**src/rtl/alu_seq_pkg.sv**
```systemverilog
// rtl/alu_seq_pkg.sv - opcode and FSM state types shared by the alu_seq slice
// ALU_SEQ_DIV_EN adds the DIV state.
package alu_seq_pkg;

   localparam int OP_LEN_DEF = 4;

   typedef enum logic [OP_LEN_DEF-1:0] {
      OP_ADD    = 4'd0,
      OP_SUB    = 4'd1,
      OP_MUL    = 4'd2,
      OP_PASS_A = 4'd3,
      OP_PASS_B = 4'd4,
      OP_ZERO   = 4'd5,
      OP_XOR    = 4'd6,
      OP_AND    = 4'd7,
      OP_OR     = 4'd8,
      OP_DIV    = 4'd9
   } op_t;

   typedef enum logic [1:0] {
      S_IDLE = 2'd0,
      S_MUL  = 2'd1,
      S_DONE = 2'd3
`ifdef ALU_SEQ_DIV_EN
      , S_DIV = 2'd2
`endif
   } state_t;

endpackage

```
**src/rtl/alu_seq_iter.sv**
```systemverilog
// rtl/alu_seq_iter.sv - iterative shift-add multiplier / restoring divider, one bit per cycle
// ALU_SEQ_DIV_EN adds the mode input and divide datapath; result is {hi, lo} of the final step.
module alu_seq_iter #(
   parameter int W = 16
) (
   input  logic           clk,
   input  logic           reset,
   input  logic           start,
`ifdef ALU_SEQ_DIV_EN
   input  logic           mode,
`endif
   input  logic [W-1:0]   a,
   input  logic [W-1:0]   b,
   output logic           busy,
   output logic           done,
   output logic [2*W-1:0] result
);

   localparam int CW = $clog2(W);
   localparam logic [CW-1:0] LAST = CW'(W - 1);

   logic           r_busy;
   logic [CW-1:0]  r_cnt;
   logic [2*W-1:0] r_acc;
   logic [2*W-1:0] r_mcand;
   logic [W-1:0]   r_mplier;
   logic [2*W-1:0] w_acc_mul;

   assign w_acc_mul = r_mplier[0] ? (r_acc + r_mcand) : r_acc;

`ifdef ALU_SEQ_DIV_EN
   logic         r_mode;
   logic [W:0]   w_trial;
   logic [W:0]   w_sub;
   logic [W-1:0] w_rem;
   logic [W-1:0] w_quo;

   // Remainder lives in r_acc low half, divisor in r_mcand low half, dividend/quotient in r_mplier.
   assign w_trial = {r_acc[W-1:0], r_mplier[W-1]};
   assign w_sub   = w_trial - {1'b0, r_mcand[W-1:0]};
   assign w_rem   = w_sub[W] ? w_trial[W-1:0] : w_sub[W-1:0];
   assign w_quo   = {r_mplier[W-2:0], ~w_sub[W]};
   assign result  = r_mode ? {w_rem, w_quo} : w_acc_mul;
`else
   assign result  = w_acc_mul;
`endif

   assign busy = r_busy;
   assign done = r_busy && (r_cnt == LAST);

   always_ff @(posedge clk) begin
      if (reset) begin
         r_busy   <= 1'b0;
         r_cnt    <= '0;
         r_acc    <= '0;
         r_mcand  <= '0;
         r_mplier <= '0;
`ifdef ALU_SEQ_DIV_EN
         r_mode   <= 1'b0;
`endif
      end else if (start) begin
         r_busy   <= 1'b1;
         r_cnt    <= '0;
         r_acc    <= '0;
`ifdef ALU_SEQ_DIV_EN
         r_mode   <= mode;
         r_mcand  <= {{W{1'b0}}, mode ? b : a};
         r_mplier <= mode ? a : b;
`else
         r_mcand  <= {{W{1'b0}}, a};
         r_mplier <= b;
`endif
      end else if (r_busy) begin
         r_cnt <= r_cnt + 1'b1;
         if (r_cnt == LAST) r_busy <= 1'b0;
`ifdef ALU_SEQ_DIV_EN
         if (r_mode) begin
            r_acc    <= {{W{1'b0}}, w_rem};
            r_mplier <= w_quo;
         end else
`endif
         begin
            r_acc    <= w_acc_mul;
            r_mcand  <= r_mcand << 1;
            r_mplier <= r_mplier >> 1;
         end
      end
   end

endmodule

```
**src/rtl/alu_seq.sv**
```systemverilog
// rtl/alu_seq.sv - sequential ALU with valid/ready handshake and iterative MUL
// ALU_SEQ_DIV_EN compiles in the iterative DIV opcode.
module alu_seq
   import alu_seq_pkg::*;
#(
   parameter int DATA_LEN = 16,
   parameter int OP_LEN   = OP_LEN_DEF
) (
   input  logic                clk,
   input  logic                reset,
   input  logic                in_valid,
   output logic                in_ready,
   input  logic [OP_LEN-1:0]   op,
   input  logic [DATA_LEN-1:0] a,
   input  logic [DATA_LEN-1:0] b,
   output logic                out_valid,
   input  logic                out_ready,
   output logic [DATA_LEN-1:0] result,
   output logic                z_flag,
   output logic                c_flag,
   output logic                err
);

   state_t                r_state;
   state_t                w_next;
   logic [DATA_LEN-1:0]   r_result;
   logic                  r_z;
   logic                  r_c;
   logic                  r_err;
   logic [DATA_LEN-1:0]   w_res;
   logic                  w_c;
   logic                  w_err;
   logic                  w_multi;
   logic                  w_accept;
   logic                  w_busy;
   logic                  w_done;
   logic [2*DATA_LEN-1:0] w_iter_res;
`ifdef ALU_SEQ_DIV_EN
   logic                  w_mode;
`endif

   assign in_ready  = (r_state == S_IDLE);
   assign out_valid = (r_state == S_DONE);
   assign w_accept  = in_valid && in_ready;
   assign result    = r_result;
   assign z_flag    = r_z;
   assign c_flag    = r_c;
   assign err       = r_err;

   // Single-cycle results are computed straight from the request so DONE follows acceptance.
   always_comb begin
      w_res   = '0;
      w_c     = 1'b0;
      w_err   = 1'b0;
      w_multi = 1'b0;
`ifdef ALU_SEQ_DIV_EN
      w_mode  = 1'b0;
`endif
      case (op)
         OP_ADD:    {w_c, w_res} = {1'b0, a} + {1'b0, b};
         OP_SUB:    {w_c, w_res} = {1'b0, a} - {1'b0, b};
         OP_MUL:    w_multi = 1'b1;
         OP_PASS_A: w_res = a;
         OP_PASS_B: w_res = b;
         OP_ZERO:   w_res = '0;
         OP_XOR:    w_res = a ^ b;
         OP_AND:    w_res = a & b;
         OP_OR:     w_res = a | b;
`ifdef ALU_SEQ_DIV_EN
         OP_DIV: begin
            if (b == '0) begin
               w_res = '1;
               w_err = 1'b1;
            end else begin
               w_multi = 1'b1;
               w_mode  = 1'b1;
            end
         end
`endif
         default:   w_err = 1'b1;
      endcase
   end

   alu_seq_iter #(.W(DATA_LEN)) u_iter (
      .clk    (clk),
      .reset  (reset),
      .start  (w_accept && w_multi),
`ifdef ALU_SEQ_DIV_EN
      .mode   (w_mode),
`endif
      .a      (a),
      .b      (b),
      .busy   (w_busy),
      .done   (w_done),
      .result (w_iter_res)
   );

   always_ff @(posedge clk) begin
      if (reset) r_state <= S_IDLE;
      else       r_state <= w_next;
   end

   always_comb begin
      w_next = r_state;
      case (r_state)
         S_IDLE: begin
            if (w_accept) begin
`ifdef ALU_SEQ_DIV_EN
               if (w_multi) w_next = w_mode ? S_DIV : S_MUL;
`else
               if (w_multi) w_next = S_MUL;
`endif
               else         w_next = S_DONE;
            end
         end
`ifdef ALU_SEQ_DIV_EN
         S_DIV,
`endif
         S_MUL: begin
            if (w_done)       w_next = S_DONE;
            else if (!w_busy) w_next = S_IDLE;
         end
         S_DONE:  if (out_ready) w_next = S_IDLE;
         default: w_next = S_IDLE;
      endcase
   end

   // Upper half is product overflow for MUL and remainder for DIV; both map to c_flag.
   always_ff @(posedge clk) begin
      if (reset) begin
         r_result <= '0;
         r_z      <= 1'b0;
         r_c      <= 1'b0;
         r_err    <= 1'b0;
      end else if (w_accept && !w_multi) begin
         r_result <= w_res;
         r_z      <= (w_res == '0);
         r_c      <= w_c;
         r_err    <= w_err;
      end else if ((r_state != S_IDLE) && (r_state != S_DONE) && w_done) begin
         r_result <= w_iter_res[DATA_LEN-1:0];
         r_z      <= (w_iter_res[DATA_LEN-1:0] == '0);
         r_c      <= |w_iter_res[2*DATA_LEN-1:DATA_LEN];
         r_err    <= 1'b0;
      end
   end

endmodule

```
**config.mk**
```make
export PLATFORM = sky130hd
export DESIGN_NAME = alu_seq
export DESIGN_NICKNAME = d
export VERILOG_FILES = /design/src/rtl/alu_seq_pkg.sv /design/src/rtl/alu_seq_iter.sv /design/src/rtl/alu_seq.sv
export SDC_FILE = /design/constraint.sdc
export NUM_CORES = 1
export LEC_CHECK = 0
export ABC_AREA = 0
export CAP_MARGIN = 20
export CORE_ASPECT_RATIO = 0.8
export CORE_MARGIN = 2
export CORE_UTILIZATION = 40
export CTS_CLUSTER_SIZE = 30
export DETAILED_ROUTE_END_ITERATION = 7
export HOLD_SLACK_MARGIN = 0.1
export PLACE_DENSITY = 0.59
export SYNTH_ARGS = -nofsm -noshare
export SYNTH_HDL_FRONTEND = slang
export SYNTH_HIERARCHICAL = 1
export SYNTH_SLANG_ARGS = --single-unit
```
**constraint.sdc**
```tcl
create_clock -name clk -period 4.7 [get_ports clk]
set_input_delay 0.47 -clock clk [delete_from_list [all_inputs] [get_ports clk]]
set_output_delay 0.47 -clock clk [all_outputs]
set_load 0.005 [all_outputs]
```
After elaboration in Yosys (flattened, before gate mapping)
Index checks and enable logic that the tools add are counted.
- word-level logic and storage cells: 77
- register bits after elaboration: 106
- bits of input ports: 40
- output and inout port bits: 21
- bitwise operators: 3
- reduce and logical (&&, ||, !) cells: 18
- equal/unequal tests: 15
- multiplexer cells: 26
- add/subtract/negate cells: 4
- operator list (cell ; number):
    case mux 16 bit (7 select lines) ; 1
    two-way mux 16 bit ; 6
    adder 32 bit ; 1
    zero test 16 bit ; 2
    two-way mux 32 bit ; 1
    adder 16 x 16 -> 17 bit ; 1
    subtractor 16 x 16 -> 17 bit ; 1
    bitwise AND 16 bit ; 1
    == test 4 x 3 -> 1 bit (second input constant) ; 4
    OR 16 bit ; 1
    OR reduction 16 bit ; 1
    XOR 16 bit ; 1
    two-way mux 1 bit ; 11
    two-way mux 2 bit ; 5
    OR reduction 9 bit ; 1
    == test 4 x 2 -> 1 bit (second input constant) ; 2
    == test 4 bit (second input constant) ; 2
    logical AND 1 bit ; 6
    case mux 2 bit (3 select lines) ; 1
    nonzero test 2 bit ; 3
    adder 4 x 1 -> 4 bit (second input constant) ; 1
    == test 4 x 1 -> 1 bit (second input constant) ; 1
    zero test 4 bit ; 1
    inequality test 2 x 1 -> 1 bit (second input constant) ; 2
    9 further kinds ; 9

Logic depth before layout (Yosys ltp)
- word-level depth: 5
- gate-level depth with buffers: 16
- depth with buffers taken out: 16

Modules after synthesis
Netlist, hierarchy kept.
- by module, submodules not included (module ; sequential area each (um^2) ; times used ; area each (um^2) ; cells an instance):
    alu_seq_iter ; 1701.6 ; 1 ; 5430.2 ; 667
    alu_seq ; 420.4 ; 1 ; 4070.2 ; 563

Worst setup path before layout
Ideal clock, no wire load.
- path kind: register -> register
- start point: register u_iter.r_acc[0]
- end point: register r_c, in the netlist c_flag
- path buffers: 0
- required time: 4.563 ns
- data arrival time: 3.221 ns
- setup time: 0.137 ns
- stages on the path, launching flop included: 17
- clock period less this slack: 3.358 ns
- slack: 1.342 ns
- path through: dfxtp_1 -> ha_1 -> fa_1 -> a21o_1 -> a221oi_2 -> o211ai_1 -> a32oi_1 -> a21oi_1 -> a21oi_1 -> o21ai_1 -> xor2_1 -> mux2_2 -> nor4_1 -> a41oi_1 -> a21oi_1 -> a21o_1 -> a31oi_1
- longest elaborated chain between the ends: 5
- RTL lines (what ; RTL line ; text):
    from (decl) ; alu_seq_iter.sv:24 ; logic [2*W-1:0] r_acc;
    from (signal assigned) ; alu_seq_iter.sv:83 ; r_acc <= w_acc_mul;
    adder 32 bit ; alu_seq_iter.sv:29 ; assign w_acc_mul = r_mplier[0] ? (r_acc + r_mcand) : r_acc;
    two-way mux 32 bit ; alu_seq_iter.sv:29 ;
    net w_iter_res[30] ; alu_seq.sv:37 ; logic [2*DATA_LEN-1:0] w_iter_res;
    OR reduction 16 bit ; alu_seq.sv:143 ; r_c <= |w_iter_res[2*DATA_LEN-1:DATA_LEN];
    two-way mux 1 bit ; alu_seq.sv:140 ; end else if ((r_state != S_IDLE) && (r_state != S_DONE) && w_done) begin
    two-way mux 1 bit ; alu_seq.sv:135 ; end else if (w_accept && !w_multi) begin
    to (signal assigned) ; alu_seq.sv:138 ; r_c <= w_c;
    to (signal assigned) ; alu_seq.sv:143 ;
    to (decl) ; alu_seq.sv:28 ; logic r_c;
The timed path passes the listed nets, and every way through them passes these cells. The select of a mux whose other input is x is not followed.
A chain may end at the register's enable or synchronous reset.

Worst setup path after layout
Same ends and word-level chain as after synthesis.

==> results by group <==
Status
  – Run status: completed

Cells and area
  – Area delta synth->final: 11.5%
  – Count of filler cells inserted in the layout: 2349
  – Count of inserted antenna diode cells: 0
  – Number of nets in the final layout: 1380
  – Fraction of layout cells with a size suffix above 1: 7.80%

Worst hold path
  – Worst min path class: input port to flop
  – Worst Hold Path EP: err
  – Startpoint of the tightest hold check path: reset
  – Cell count of the worst hold path: 2

Synthesis
  – Avg Inst Size Synth: 7.72 um2
  – Library cell with the largest summed area after synthesis: sky130_fd_sc_hd__dfxtp_1
  – Post-synthesis sequential element count: 106
  – Net count after synthesis: 1359
  – Count of different cell masters after synthesis: 94
  – Part of the Yosys area used for sequential elements: 22.3%
  – Synth top area share: 22.3%
  – Count of flip-flops with a built-in enable after synthesis: 0
  – Dominant register cell in the synthesized netlist: sky130_fd_sc_hd__dfxtp_1
  – Cell area after technology mapping: 9500 um2
  – Most common cell in the synthesized netlist: sky130_fd_sc_hd__nor2_1
  – Proportion of synthesized flip-flops having asynchronous set or reset: 0%
  – Most instantiated cells after synthesis: 189 x sky130_fd_sc_hd__nor2_1, 120 x sky130_fd_sc_hd__a21oi_1, 106 x sky130_fd_sc_hd__dfxtp_1
  – Yosys warnings: 6
  – Ranking of synthesized cells by area: sky130_fd_sc_hd__dfxtp_1 22%, sky130_fd_sc_hd__ha_1 11%, sky130_fd_sc_hd__mux2i_1 7.5%
  – Synthesized netlist cell count: 1230

Worst setup path
  – Crit. End Element: flop
  – Startpoint class of the critical path: flop
  – Crit path largest cell delay: 0.40 ns
  – Startpoint of the most critical setup path: u_iter/r_acc[0]
  – Reg2reg start: u_iter/r_acc[0]
  – Reg2reg setup slack: 0.72 ns
  – Critical-path cell with the highest stage delay: sky130_fd_sc_hd__fa_1
  – Classification of the worst setup path: flop to flop
  – Critical path data required time: 4.94 ns
  – Critical path fanouts, max: 3
  – Count of cells along the worst register-to-register path: 16
  – Cells along the critical path: ha_1, fa_1, a21o_1, a221oi_2, o211ai_1, a32oi_1, a21oi_1, a21oi_1, o21ai_1, xor2_1, mux2_2, nor4_1, a41oi_1, a21oi_1, a21o_1, a31oi_1
  – Arrival time worst endpoint: 4.21 ns
  – R2r endpoint: c_flag
  – CP dominant cell by count: sky130_fd_sc_hd__a21oi_1

Timing
  – Final hold viol count: 0
  – Fin Hold WS: 0.402 ns
  – Slew margin rel.: 34.8%
  – Max Clock Freq: 0.252 GHz
  – Worst-margin pin slew: 0.964 ns
  – Worst clock skew: 0.0115 ns
  – # setup viols final: 0
  – Pins Over Slew Limit: 0
  – RSZ-0062 raised after global routing: no
  – Crit path time final: 3.98 ns
  – Final TNS setup: 0 ns
  – Period Utilization, post-route: 84.6%

GRT
  – Aggregate global-route resource usage: 25.1%
  – Antenna violations before repair: 0
  – Global-route wire length before repair: 48.7 mm
  – Vias in the first global route: 8365
  – GRT overflow: 0
  – Pin count of the biggest net entering global routing: 67

Routing
  – Routed via count divided by cell count: 5.86
  – Routed length on met2: 11.7 mm
  – Overall via count from detail_route: 9187
  – DRC Markers: 0
  – Number of detailed-routing iterations run before antenna repair: 6
  – Routed Antenna Nets: 0
  – Routed WL per cell: 20.0 um
  – Met1 wire length: 16.3 mm
  – Wire length on met3: 2.78 mm
  – Total wirelength of the detailed-routed design: 31.4 mm
  – Violation count after the first detailed-routing iteration: 930
  – Max layer used: met4

Die
  – Site row count: 50
  – Starting Density: 40.7%
  – Total die area: 25000 um2
  – Ports placed on the boundary: 61
  – Core Region: 23300 um2
  – Die height: 142 um
  – Chip Width: 176 um

CTS
  – Number of buffers created by CTS: 9
  – Root buffer selected by CTS: sky130_fd_sc_hd__clkbuf_16
  – Htree depth: 3
  – Post-CTS setup buffer count: 0
  – Maximum root-to-sink buffer count: 2
  – Worst-skew pair later-pin latency: 0.36 ns
  – TritonCTS clock tree: yes
  – Number of gates given a new drive strength after cts: 0
  – Clock transition time at the flip-flop clock pins of the worst setup and hold paths: 0.08 ns
  – Hold-fix buffers, CTS: 0
  – Clock tree sinks: 106

Placed design
  – Placed wire-length estimate after detailed placement: 24.3 mm
  – Placer Congestion: 0.961
  – # port buffers: 60

Power and ir drop
  – Areal power density over the cells: 232 nW/um2
  – Leakage: 0.00436 uW
  – IR drop worst, VDD: 187 uV

Flow run
  – Max-Cap Viols: 0
-- cell families after synthesis --
logic type | synth area share [%]
compound gates | 24.4
xor+xnor | 3.04
fa+ha+maj | 12.0
buf+inv | 6.27
flops | 22.3
mux | 10.7
simple gates | 21.3
-- layout make-up --
cell class                 count  area (um2)  area share, %
clock inverter                 6        55.1          0.520
sequential                   106        2130           20.1
tap                          312         390           3.69
inverter                      62         233           2.20
clock buffer                  10         229           2.16
timing repair buffer          83         768           7.25
multi-input combinational    989        6790           64.1
-- routing by layer --
layer	vias to the layer above	track usage [%]
li1	4495	-
met5	-	0
met4	0	6.00
met1	4285	40.1
met3	42	5.23
met2	365	33.2
-- flip-flops by register name, indices dropped and copies added (netlist names) --
| register | count |
|---|---|
| u_iter/r_mcand | 32 |
| r_state | 2 |
| z_flag | 1 |
| c_flag | 1 |
| u_iter/busy | 1 |
| u_iter/r_mplier | 16 |
| u_iter/r_acc | 32 |
| err | 1 |
| u_iter/r_cnt | 4 |
| result | 16 |
-- per-stage QoR --
step | cell area [um2] | utilization [%] | worst slack (ns) | total power [uW] | std cells
2_1_floorplan | 9500 | - | 1.34 | 1420 | 1230
3_3_place_gp | 10300 | 44.2 | 0.830 | 1710 | 1552
3_5_place_dp | 10300 | 44.2 | 0.761 | 1710 | 1552
4_1_cts | 10600 | 45.4 | 0.748 | 2460 | 1568
5_1_grt | 10600 | 45.4 | 0.436 | 2580 | 1568
6_report | 10600 | 45.4 | 0.725 | 2460 | 1568
-- worst max-delay path: cells and delay by family (launching register included) --
| family | cells | cell delay (ns) |
|---|---|---|
| AOI/OAI and AO/OA | 11 | 2.28 |
| adders and majority gates | 2 | 0.62 |
| DFF | 1 | 0.33 |
| muxes | 1 | 0.27 |
| and+or+nand+nor | 1 | 0.20 |
| xor gates and xnor gates | 1 | 0.16 |
-- power by group --
group | total (uW) | internal (uW) | leakage, uW | switching (uW)
Clock | 748 | 372 | 0.000141 | 376
Sequential | 981 | 943 | 0.000859 | 38.3
Combinational | 726 | 297 | 0.00336 | 429
Total | 2460 | 1610 | 0.00436 | 843
-- worst max path at each step --
stage,to,slack (ns),cells after the start
2_1_floorplan,c_flag,1.34,16
3_3_place_gp,z_flag,0.83,11
3_5_place_dp,c_flag,0.76,16
4_1_cts,c_flag,0.75,16
5_1_grt,c_flag,0.44,16
6_report,c_flag,0.72,16
-- cell usage in the layout, fill, tap and decap left out, types with 26 or more instances in the layout --
| cell type | Yosys | layout |
|---|---|---|
| sky130_fd_sc_hd__mux2i_1 | 71 | 71 |
| sky130_fd_sc_hd__a211oi_1 | 30 | 30 |
| sky130_fd_sc_hd__mux2_2 | 26 | 26 |
| sky130_fd_sc_hd__nand3_1 | 27 | 27 |
| sky130_fd_sc_hd__a21oi_1 | 120 | 120 |
| sky130_fd_sc_hd__nand2_1 | 82 | 82 |
| sky130_fd_sc_hd__inv_1 | 61 | 61 |
| sky130_fd_sc_hd__nor2_1 | 189 | 188 |
| sky130_fd_sc_hd__o21ai_0 | 34 | 34 |
| sky130_fd_sc_hd__dfxtp_1 | 106 | 105 |
| sky130_fd_sc_hd__clkdlybuf4s50_1 | 0 | 59 |
| sky130_fd_sc_hd__ha_1 | 86 | 86 |
Note: power is estimated with default switching activity, not from simulation.
